--- src/rtl/mips_alu_pkg.sv ---
// Shared constants and field bundles for the ALU issue/retire stage.
package mips_alu_pkg;

  // ALU control line encodings (001-011 are never produced)
  localparam logic [2:0] ALU_ADD   = 3'b000;
  localparam logic [2:0] ALU_SLL   = 3'b100;
  localparam logic [2:0] ALU_SRL   = 3'b101;
  localparam logic [2:0] ALU_PASSA = 3'b111;

  // Primary opcodes
  localparam logic [5:0] OP_RTYPE = 6'h00;
  localparam logic [5:0] OP_ADDI  = 6'h08;
  localparam logic [5:0] OP_ADDIU = 6'h09;
  localparam logic [5:0] OP_LUI   = 6'h0F;
  localparam logic [5:0] OP_LW    = 6'h23;
  localparam logic [5:0] OP_SW    = 6'h2B;

  // R-type funct codes
  localparam logic [5:0] FN_SLL  = 6'h00;
  localparam logic [5:0] FN_SRL  = 6'h02;
  localparam logic [5:0] FN_SLLV = 6'h04;
  localparam logic [5:0] FN_SRLV = 6'h06;
  localparam logic [5:0] FN_ADD  = 6'h20;
  localparam logic [5:0] FN_ADDU = 6'h21;

  // Decoded fields held in the ID/EX register
  typedef struct packed {
    logic [31:0] a;
    logic [31:0] b;
    logic [2:0]  ctrl;
    logic [4:0]  dest;
    logic        wr_en;
    logic        illegal;
    logic [31:0] store_data;
  } ex_fields_t;

  // Fields held in the EX/MEM register
  typedef struct packed {
    logic [31:0] result;
    logic        zero;
    logic [31:0] store_data;
    logic [4:0]  dest;
    logic        wr_en;
    logic        illegal;
  } res_fields_t;

  function automatic logic [31:0] sext16(input logic [15:0] v);
    return {{16{v[15]}}, v};
  endfunction

endpackage

--- src/rtl/alu_issue_stage_if.sv ---
// Decode-side, ALU-side and memory-side signals of the issue stage.
interface alu_issue_stage_if;
  logic        in_valid;
  logic        in_ready;
  logic [5:0]  in_opcode;
  logic [5:0]  in_funct;
  logic [4:0]  in_shamt;
  logic [4:0]  in_rt;
  logic [4:0]  in_rd;
  logic [31:0] in_rs_data;
  logic [31:0] in_rt_data;
  logic [15:0] in_imm;
  logic        flush;
  logic [31:0] alu_a;
  logic [31:0] alu_b;
  logic [4:0]  alu_shamt;
  logic [2:0]  alu_ctrl;
  logic [31:0] alu_result;
  logic        alu_zero;
  logic        out_valid;
  logic        out_ready;
  logic [31:0] out_result;
  logic        out_zero;
  logic [31:0] out_store_data;
  logic [4:0]  out_dest;
  logic        out_wr_en;
  logic        out_illegal;

  // Surrounding pipeline: decode, external ALU and memory stage
  modport master (
    output in_valid, in_opcode, in_funct, in_shamt, in_rt, in_rd,
           in_rs_data, in_rt_data, in_imm, flush, alu_result, alu_zero, out_ready,
    input  in_ready, alu_a, alu_b, alu_shamt, alu_ctrl, out_valid, out_result,
           out_zero, out_store_data, out_dest, out_wr_en, out_illegal
  );

  // The issue stage itself
  modport slave (
    input  in_valid, in_opcode, in_funct, in_shamt, in_rt, in_rd,
           in_rs_data, in_rt_data, in_imm, flush, alu_result, alu_zero, out_ready,
    output in_ready, alu_a, alu_b, alu_shamt, alu_ctrl, out_valid, out_result,
           out_zero, out_store_data, out_dest, out_wr_en, out_illegal
  );
endinterface

--- src/rtl/alu_ctrl_decode.sv ---
// Combinational opcode/funct translation into ALU operands and control.
module alu_ctrl_decode
  import mips_alu_pkg::*;
(
  input  logic [5:0]  opcode,
  input  logic [5:0]  funct,
  input  logic [4:0]  shamt,
  input  logic [4:0]  rt,
  input  logic [4:0]  rd,
  input  logic [31:0] rs_data,
  input  logic [31:0] rt_data,
  input  logic [15:0] imm,
  output ex_fields_t  dec
);

  // Unsupported encodings fall to an ADD of zeros that writes nothing
  always_comb begin
    dec            = '0;
    dec.ctrl       = ALU_ADD;
    dec.store_data = rt_data;
    case (opcode)
      OP_RTYPE: begin
        dec.dest  = rd;
        dec.wr_en = 1'b1;
        case (funct)
          FN_ADD, FN_ADDU: begin dec.a = rs_data; dec.b = rt_data; end
          FN_SLL:  begin dec.a = rt_data; dec.b = {27'b0, shamt};        dec.ctrl = ALU_SLL; end
          FN_SRL:  begin dec.a = rt_data; dec.b = {27'b0, shamt};        dec.ctrl = ALU_SRL; end
          FN_SLLV: begin dec.a = rt_data; dec.b = {27'b0, rs_data[4:0]}; dec.ctrl = ALU_SLL; end
          FN_SRLV: begin dec.a = rt_data; dec.b = {27'b0, rs_data[4:0]}; dec.ctrl = ALU_SRL; end
          default: begin dec.dest = '0; dec.wr_en = 1'b0; dec.illegal = 1'b1; end
        endcase
      end
      OP_ADDI, OP_ADDIU, OP_LW: begin
        dec.a = rs_data; dec.b = sext16(imm); dec.dest = rt; dec.wr_en = 1'b1;
      end
      OP_SW: begin
        dec.a = rs_data; dec.b = sext16(imm); dec.dest = rt;
      end
      OP_LUI: begin
        dec.a = {imm, 16'b0}; dec.ctrl = ALU_PASSA; dec.dest = rt; dec.wr_en = 1'b1;
      end
      default: dec.illegal = 1'b1;
    endcase
  end

endmodule

--- src/rtl/alu_issue_stage.sv ---
// ID/EX and EX/MEM registers with valid/ready handshakes around an external ALU.
module alu_issue_stage
  import mips_alu_pkg::*;
(
  input  logic             clk,
  input  logic             reset,
  alu_issue_stage_if.slave bus
);

  ex_fields_t  dec, ex_q, ex_d;
  res_fields_t res_q, res_d;
  logic        ex_valid_q, ex_valid_d;
  logic        out_valid_q, out_valid_d;
  logic [4:0]  shamt_q, shamt_d;
  logic        ex_adv, in_ready, accept;

  alu_ctrl_decode u_dec (
    .opcode  (bus.in_opcode),
    .funct   (bus.in_funct),
    .shamt   (bus.in_shamt),
    .rt      (bus.in_rt),
    .rd      (bus.in_rd),
    .rs_data (bus.in_rs_data),
    .rt_data (bus.in_rt_data),
    .imm     (bus.in_imm),
    .dec     (dec)
  );

  // Handshake: EX drains into RES whenever RES is free or being consumed
  always_comb begin
    ex_adv   = ex_valid_q && (!out_valid_q || bus.out_ready);
    in_ready = !reset && !bus.flush && (!ex_valid_q || ex_adv);
    accept   = bus.in_valid && in_ready;
  end

  // EX next state: a new accept wins over drain; flush only squashes EX
  always_comb begin
    ex_valid_d = ex_valid_q;
    ex_d       = ex_q;
    shamt_d    = shamt_q;
    if (accept) begin
      ex_valid_d = 1'b1;
      ex_d       = dec;
      shamt_d    = bus.in_shamt;
    end else if (ex_adv || bus.flush) begin
      ex_valid_d = 1'b0;
    end
  end

  // RES next state: capture ALU outputs on advance, hold while stalled
  always_comb begin
    out_valid_d = out_valid_q;
    res_d       = res_q;
    if (ex_adv) begin
      out_valid_d      = 1'b1;
      res_d.result     = bus.alu_result;
      res_d.zero       = bus.alu_zero;
      res_d.store_data = ex_q.store_data;
      res_d.dest       = ex_q.dest;
      res_d.wr_en      = ex_q.wr_en;
      res_d.illegal    = ex_q.illegal;
    end else if (out_valid_q && bus.out_ready) begin
      out_valid_d = 1'b0;
    end
  end

  // Pipeline registers
  always_ff @(posedge clk) begin
    if (reset) begin
      ex_valid_q  <= 1'b0;
      out_valid_q <= 1'b0;
      ex_q        <= '0;
      res_q       <= '0;
      shamt_q     <= '0;
    end else begin
      ex_valid_q  <= ex_valid_d;
      out_valid_q <= out_valid_d;
      ex_q        <= ex_d;
      res_q       <= res_d;
      shamt_q     <= shamt_d;
    end
  end

  assign bus.in_ready       = in_ready;
  assign bus.alu_a          = ex_valid_q ? ex_q.a    : 32'd0;
  assign bus.alu_b          = ex_valid_q ? ex_q.b    : 32'd0;
  assign bus.alu_ctrl       = ex_valid_q ? ex_q.ctrl : 3'd0;
  assign bus.alu_shamt      = shamt_q;
  assign bus.out_valid      = out_valid_q;
  assign bus.out_result     = res_q.result;
  assign bus.out_zero       = res_q.zero;
  assign bus.out_store_data = res_q.store_data;
  assign bus.out_dest       = res_q.dest;
  assign bus.out_wr_en      = res_q.wr_en;
  assign bus.out_illegal    = res_q.illegal;

endmodule

--- src/flat_wrapper.sv ---
// flat-port wrapper written by rule: the top's interface ports become plain ports
module alu_issue_stage_flat import mips_alu_pkg::*;
  (clk, reset, bus_in_valid, bus_in_opcode, bus_in_funct, bus_in_shamt, bus_in_rt, bus_in_rd, bus_in_rs_data, bus_in_rt_data, bus_in_imm, bus_flush, bus_alu_result, bus_alu_zero, bus_out_ready, bus_in_ready, bus_alu_a, bus_alu_b, bus_alu_shamt, bus_alu_ctrl, bus_out_valid, bus_out_result, bus_out_zero, bus_out_store_data, bus_out_dest, bus_out_wr_en, bus_out_illegal);
  alu_issue_stage_if bus_i ();
  input  logic clk;
  input  logic reset;
  input wire logic [$bits(bus_i.in_valid)-1:0] bus_in_valid;
  input wire logic [$bits(bus_i.in_opcode)-1:0] bus_in_opcode;
  input wire logic [$bits(bus_i.in_funct)-1:0] bus_in_funct;
  input wire logic [$bits(bus_i.in_shamt)-1:0] bus_in_shamt;
  input wire logic [$bits(bus_i.in_rt)-1:0] bus_in_rt;
  input wire logic [$bits(bus_i.in_rd)-1:0] bus_in_rd;
  input wire logic [$bits(bus_i.in_rs_data)-1:0] bus_in_rs_data;
  input wire logic [$bits(bus_i.in_rt_data)-1:0] bus_in_rt_data;
  input wire logic [$bits(bus_i.in_imm)-1:0] bus_in_imm;
  input wire logic [$bits(bus_i.flush)-1:0] bus_flush;
  input wire logic [$bits(bus_i.alu_result)-1:0] bus_alu_result;
  input wire logic [$bits(bus_i.alu_zero)-1:0] bus_alu_zero;
  input wire logic [$bits(bus_i.out_ready)-1:0] bus_out_ready;
  output wire logic [$bits(bus_i.in_ready)-1:0] bus_in_ready;
  output wire logic [$bits(bus_i.alu_a)-1:0] bus_alu_a;
  output wire logic [$bits(bus_i.alu_b)-1:0] bus_alu_b;
  output wire logic [$bits(bus_i.alu_shamt)-1:0] bus_alu_shamt;
  output wire logic [$bits(bus_i.alu_ctrl)-1:0] bus_alu_ctrl;
  output wire logic [$bits(bus_i.out_valid)-1:0] bus_out_valid;
  output wire logic [$bits(bus_i.out_result)-1:0] bus_out_result;
  output wire logic [$bits(bus_i.out_zero)-1:0] bus_out_zero;
  output wire logic [$bits(bus_i.out_store_data)-1:0] bus_out_store_data;
  output wire logic [$bits(bus_i.out_dest)-1:0] bus_out_dest;
  output wire logic [$bits(bus_i.out_wr_en)-1:0] bus_out_wr_en;
  output wire logic [$bits(bus_i.out_illegal)-1:0] bus_out_illegal;
  assign bus_i.in_valid = bus_in_valid;
  assign bus_i.in_opcode = bus_in_opcode;
  assign bus_i.in_funct = bus_in_funct;
  assign bus_i.in_shamt = bus_in_shamt;
  assign bus_i.in_rt = bus_in_rt;
  assign bus_i.in_rd = bus_in_rd;
  assign bus_i.in_rs_data = bus_in_rs_data;
  assign bus_i.in_rt_data = bus_in_rt_data;
  assign bus_i.in_imm = bus_in_imm;
  assign bus_i.flush = bus_flush;
  assign bus_i.alu_result = bus_alu_result;
  assign bus_i.alu_zero = bus_alu_zero;
  assign bus_i.out_ready = bus_out_ready;
  assign bus_in_ready = bus_i.in_ready;
  assign bus_alu_a = bus_i.alu_a;
  assign bus_alu_b = bus_i.alu_b;
  assign bus_alu_shamt = bus_i.alu_shamt;
  assign bus_alu_ctrl = bus_i.alu_ctrl;
  assign bus_out_valid = bus_i.out_valid;
  assign bus_out_result = bus_i.out_result;
  assign bus_out_zero = bus_i.out_zero;
  assign bus_out_store_data = bus_i.out_store_data;
  assign bus_out_dest = bus_i.out_dest;
  assign bus_out_wr_en = bus_i.out_wr_en;
  assign bus_out_illegal = bus_i.out_illegal;
  alu_issue_stage u_core (.clk(clk), .reset(reset), .bus(bus_i));
endmodule
--- config.mk ---
export PLATFORM = sky130hd
export DESIGN_NAME = alu_issue_stage_flat
export DESIGN_NICKNAME = d
export VERILOG_FILES = /design/src/rtl/mips_alu_pkg.sv /design/src/rtl/alu_issue_stage_if.sv /design/src/rtl/alu_ctrl_decode.sv /design/src/rtl/alu_issue_stage.sv /design/src/flat_wrapper.sv
export SDC_FILE = /design/constraint.sdc
export NUM_CORES = 1
export LEC_CHECK = 0
export ABC_AREA = 1
export BUFFER_PORTS_ARGS = -buffer_cell sky130_fd_sc_hd__buf_2
export CAP_MARGIN = 0
export CORE_ASPECT_RATIO = 0.9
export CORE_MARGIN = 5
export CORE_UTILIZATION = 30
export CTS_CLUSTER_SIZE = 24
export DETAILED_ROUTE_END_ITERATION = 8
export PLACE_DENSITY = 0.63
export SLEW_MARGIN = 20
export SYNTH_ARGS = -nofsm -noshare
export SYNTH_HDL_FRONTEND = slang
export SYNTH_HIERARCHICAL = 1
export SYNTH_SLANG_ARGS = --single-unit
--- constraint.sdc ---
create_clock -name clk -period 1.7 [get_ports clk]
set_input_delay 0.17 -clock clk [delete_from_list [all_inputs] [get_ports clk]]
set_output_delay 0.17 -clock clk [all_outputs]
set_load 0.03 [all_outputs]
==> run metrics, run 1 <==
outcome complete, no violations; Worst Path Required between 1500 and 2000 ps; Int Power 7.39 mW; total die area about 40000 µm²; CP bufs+invs 3; Die Wd between 200 and 250 µm; Max-slew headroom 0.703; via count approximately 12000; Top Layer Used met5; hold_ws 21.9 ps; vias in the first global route 10883; Routed met1 length ~19000 µm; clock skew between 10 and 15 ps; Max-cap violations 0; Reg clk slew, reported paths around 70 ps; Total Power 10.6 mW; Clock Path Buffers 2; met2 wire length 18900 µm; worst-skew pair later-pin latency between 400 and 500 ps; # IOs roughly 290; WL met3 between 2000 and 3000 µm; CP Class reg -> out; # clock sinks between 150 and 200; Core Footprint 35300 µm²; sequential area share after synthesis 0.343; Slowest Stage Delay on Critical Path 470 ps; Mapped Nets slightly below 2000; critical path's top delay family flip-flops; FP Rows 65; RSZ-0062 raised after global routing true; first-pass GRT wire length roughly 62000 µm; Comb pwr share 0.175; GRT Residual Overflow 0; synth warn 6; routed vias/inst 4.49; pin count of the biggest net entering global routing 80; CTS tree yes; CTS H-tree depth 4; sequential share of power 0.443; post-route ant nets 0; share of cells above drive strength 1 0.209; setup violators final 0; Max VDD drop 653 µV; slack of the critical path 7.20 ps; commonest non-fill, non-tap cell in the layout nand2_1; CTS Buf Count 17; fin crit period 1690 ps; worst-path maximum fanout 11; fmax about 600 MHz; DR pass1 iterations 5; most frequent cells in the layout nand2_1, inv_1, nor2_1; initial antenna violation count 9; dpl ws 13.2 ps; Port Buf Inserts 290; data arrival time at the worst-slack endpoint 1520 ps; NetSw around 3.2 mW; Area growth syn-to-layout 28.3%; post-synthesis cell count roughly 1800; worst slew pin tran approximately 440 ps; hpwl dp 31200 µm; Seq cells post-synth 185; Leak Pwr 7.64 nW; CP endpoint kind primary output; Max Slew Vio Count 0; DRT iter0 DRCs between 800 and 900; # DRC 0; Nets around 2200; Mapped Area approximately 11000 µm²; CP cell instances buf_12, nand2_1, inv_1, clkbuf_4; class of the worst hold path in -> reg; initial cell density of the core 0.306; Clk pwr share 0.382; wire per inst 16.3 µm; pwr dens roughly 760 nW/µm²; Chip Height ~190 µm; Worst path slowest cell dfxtp_4; count of cell types in the netlist 23; Util after Layout 0.392; Sw Share 0.300; R2R Setup Slk ~80 ps; CTS Root Buffer Type clkbuf_16; GR Util All Layers 0.200; Setup crit start kind flip-flop; Routability Congestion slightly above 0.9; WL final about 42000 µm; Fin. Hold Viols 0; period utilization 0.996; post-synthesis average cell area slightly below 6 µm²
-- worst reg2reg max path, stage by stage (launching register included) --
cell and delay (ps):
dfxtp_4 470, nand3_4 160, buf_4 210, nand3_4 80, buf_12 300, nand2_1 200
inv_1 70, nor2_1 40
-- per-layer routing --
metal / vias to the layer above / track usage
li1: 5870 / -
met1: 5172 / 0.268
met2: 421 / 0.326
met3: 36 / 0.0445
met4: 4 / 0.0565
met5: - / 0
-- cells by family after synthesis --
kind of cell	count (synthesis)	share of synthesized area
buffers and inverters	593	0.234
flip-flops	185	0.343
AND/OR/NAND/NOR	909	0.359
AO/OA/AOI/OAI	134	0.0637
-- final timing paths --
check | end | cells after the start | from
min reg2reg | u_core/bus.out_store_data[11] | 2 | u_core/bus.out_store_data[11]
max reg2reg | u_core/ex_q[94] | 7 | u_core/ex_valid_q
max | bus_alu_a[31] | 4 | u_core/ex_valid_q
min | u_core/bus.out_result[30] | 3 | bus_alu_result[30]
-- state kept, by name, indices dropped and copies added, names as in the netlist, 5 cells and up --
name / count
u_core/bus.out_result: 32
u_core/bus.alu_shamt: 5
u_core/ex_q: 106
u_core/bus.out_dest: 5
u_core/bus.out_store_data: 32
-- cell type report --
class                   count  area, µm²
repair buffers            378       2660
well taps                 469        587
flip-flops and latches    185       3710
inverters                 448       1690
clock buffers              22        474
clock inverters            10        110
multi-input cells        1043       4590
diodes                      8       20.0
fillers                  3883      21500
-- Yosys cell counts --
cell,n,share of area
nor2_4,3,0.0031
inv_2,16,0.0056
nand3_1,46,0.021
inv_1,431,0.15
dfxtp_1,185,0.34
a21oi_1,1,0.00046
buf_2,43,0.020
clkinv_1,1,0.00035
nand2_4,4,0.0042
buf_1,9,0.0031
o21ai_0,117,0.054
buf_4,36,0.025
o22ai_1,11,0.0064
a21boi_0,1,0.00070
nor2_2,4,0.0023
nand2_2,11,0.0064
nor2_1,265,0.092
nand3_2,2,0.0019
nand2_1,452,0.16
clkbuf_1,43,0.015
o21ai_1,4,0.0019
nand4_1,122,0.071
buf_6,14,0.015
-- stage by stage --
stage          setup TNS [ps]  cell area, µm²  std cells
6_report                    0           13800       2563
5_1_grt                  -239           13800       2560
4_1_cts                     0           13400       2544
3_5_place_dp                0           12600       2487
3_3_place_gp                0           12600       2487
2_1_floorplan               0           10800       1821
-- repair_timing --
item                                    4_1_cts  5_1_grt
buffers inserted                              1        7
hold buffers                                 24        0
gates resized for setup                       7      111
cloned                                        0        4
endpoints found under the hold margin        24        0
pin swaps                                     1        1
endpoints found under the setup margin       26       21
-- power by group through the flow --
stage                     Sequential [mW]  Clock (mW)  Combinational [mW]
final                                4.68        4.03                1.85
after global routing                 4.71        4.34                2.05
after CTS                            4.68        4.17                1.81
after detailed placement             4.78           0                1.76
after global placement               4.77           0                1.75
after floorplan                      4.93           0               0.959
(Power assumes the default switching activity.)
==> inputs of run 2 (changes only) <==
CORE_ASPECT_RATIO = not set   (was 0.9)
==> run metrics, run 2 (synthesis results as in run 1) <==
wire per inst roughly 16 µm; Max-cap violations 0; FP Rows 69; fmax between 600 and 700 MHz; Area growth syn-to-layout 28.5%; Sw Share 0.312; Nets between 2000 and 2500; initial cell density of the core 0.303; CP endpoint kind primary output; # DRC 0; share of cells above drive strength 1 0.208; pin count of the biggest net entering global routing 66; WL final ~42000 µm; Setup crit start kind flip-flop; R2R Setup Slk about 100 ps; total die area approximately 40000 µm²; sequential share of power 0.438; placed cells between 2000 and 2500; CP startpoint u_core/ex_valid_q; max reg flops around 110; period utilization 0.974; Fin. Hold Viols 0; hpwl dp 30700 µm; # IOs 291; data arrival time at the worst-slack endpoint 1490 ps; Max-slew headroom 0.740; FF+latch area 3710 µm²; vias in the first global route roughly 11000; Reg with most FFs u_core/ex_q; Reg clk slew, reported paths around 80 ps; hold_ws 37.8 ps; Port Buf Inserts slightly below 300; via count ~12000; Non-Filler Instances around 2600; clock skew ~18 ps; GR Util All Layers 0.202; Max Slew Vio Count 0; worst-path maximum fanout 4; initial antenna violation count 9; pwr dens ~770 nW/µm²; hold_sp bus_alu_result[3]; outcome complete, no violations; most frequent cells in the layout nand2_1, inv_1, buf_2; Core Footprint between 30000 and 40000 µm²; Leak Pwr between 7 and 8 nW; reg2reg start u_core/ex_valid_q; Max VDD drop 757 µV; Routability Congestion around 0.95; CTS H-tree depth 4; CTS Buf Count 17; Die Wd between 150 and 200 µm; class of the worst hold path in -> reg; Comb pwr share 0.176; first-pass GRT wire length approximately 62000 µm; Clk pwr share 0.385; routed vias/inst 4.51; CTS tree yes; Clock Path Buffers 2; # clock sinks ~190; commonest non-fill, non-tap cell in the layout nand2_1; RSZ-0062 raised after global routing true; setup violators final 0; CTS Root Buffer Type clkbuf_16; worst slew pin tran 386 ps; multi-input gate area in the final layout between 4000 and 5000 µm²; DR pass1 iterations 5; NetSw 3.33 mW; DRT iter0 DRCs 768; Worst Path Required ~1500 ps; Int Power about 7.4 mW; CP Class reg -> out; post-route ant nets 0; fin crit period about 1700 ps; worst-skew pair later-pin latency 460 ps; Fill cells a little under 4000; GRT Residual Overflow 0; Chip Height 200 µm
-- run 2: cell types whose count changed in the layout (fill, tap and decap cells not counted), moves of 3 or more --
cell	before	now
buf_6	24	1
dlygate4sd3_1	24	29
buf_4	58	50
nand2_2	17	13
inv_1	427	430
nand2_1	446	449
clkbuf_4	7	11
buf_12	17	20
buf_2	244	272
-- run 2: worst max-delay path, stage by stage, from the launching register on --
cell	delay (ps)
dfxtp_4	380
buf_12	110
nand3_4	110
buf_16	160
nand2_1	60
inv_1	40
buf_2	160
-- run 2: power by group through the flow --
stage          registers (mW)  logic (mW)  clock network (mW)
2_1_floorplan            4.93       0.959                   0
3_3_place_gp             4.78        1.76                   0
3_5_place_dp             4.78        1.77                   0
4_1_cts                  4.68        1.85                4.25
5_1_grt                  4.70        2.08                4.43
6_report                 4.68        1.88                4.12
-- run 2: layer usage --
metal	vias up	wire (µm)	track usage
met1	5158	18600	0.268
met4	4	1540	0.0818
met2	461	18900	0.321
li1	5884	-	-
met5	-	23	0
met3	71	2990	0.0433
-- run 2: repair_timing --
action / 4_1_cts / 5_1_grt
gates cloned: 3 / 2
pin swaps: 1 / 1
endpoints found under the hold margin: 29 / 0
buffers inserted: 3 / 4
gates resized for setup: 9 / 23
hold buffers: 29 / 0
setup endpoints to repair: 65 / 34
-- run 2: path summary, 6_finish.rpt --
kind	to	depth (start not counted)
worst max register to register	u_core/ex_q[1]	7
worst min-delay path	u_core/bus.out_result[3]	3
worst max-delay path	bus_in_ready	6
worst min register to register	u_core/bus.out_store_data[5]	2
-- run 2: final cells by class --
cell class | instances | share of cell area
antenna | 7 | 0.00126
clock buffer | 18 | 0.0317
clock inverter | 14 | 0.0110
inverter | 448 | 0.122
multi-input combinational | 1043 | 0.331
sequential | 185 | 0.267
tap | 461 | 0.0416
timing repair buffer | 389 | 0.194
-- run 2: metrics by stage --
step	utilization	power [mW]	area, µm²	TNS (ps)	worst slack, ps
after floorplan	-	5.89	10800	0	309
after global placement	0.356	6.54	12700	-438	-271
after detailed placement	0.356	6.56	12700	-490	-304
after CTS	0.385	10.8	13700	-24.8	-13.2
after global routing	0.390	11.2	13900	-137	-25.5
final	0.390	10.7	13900	0	43.8
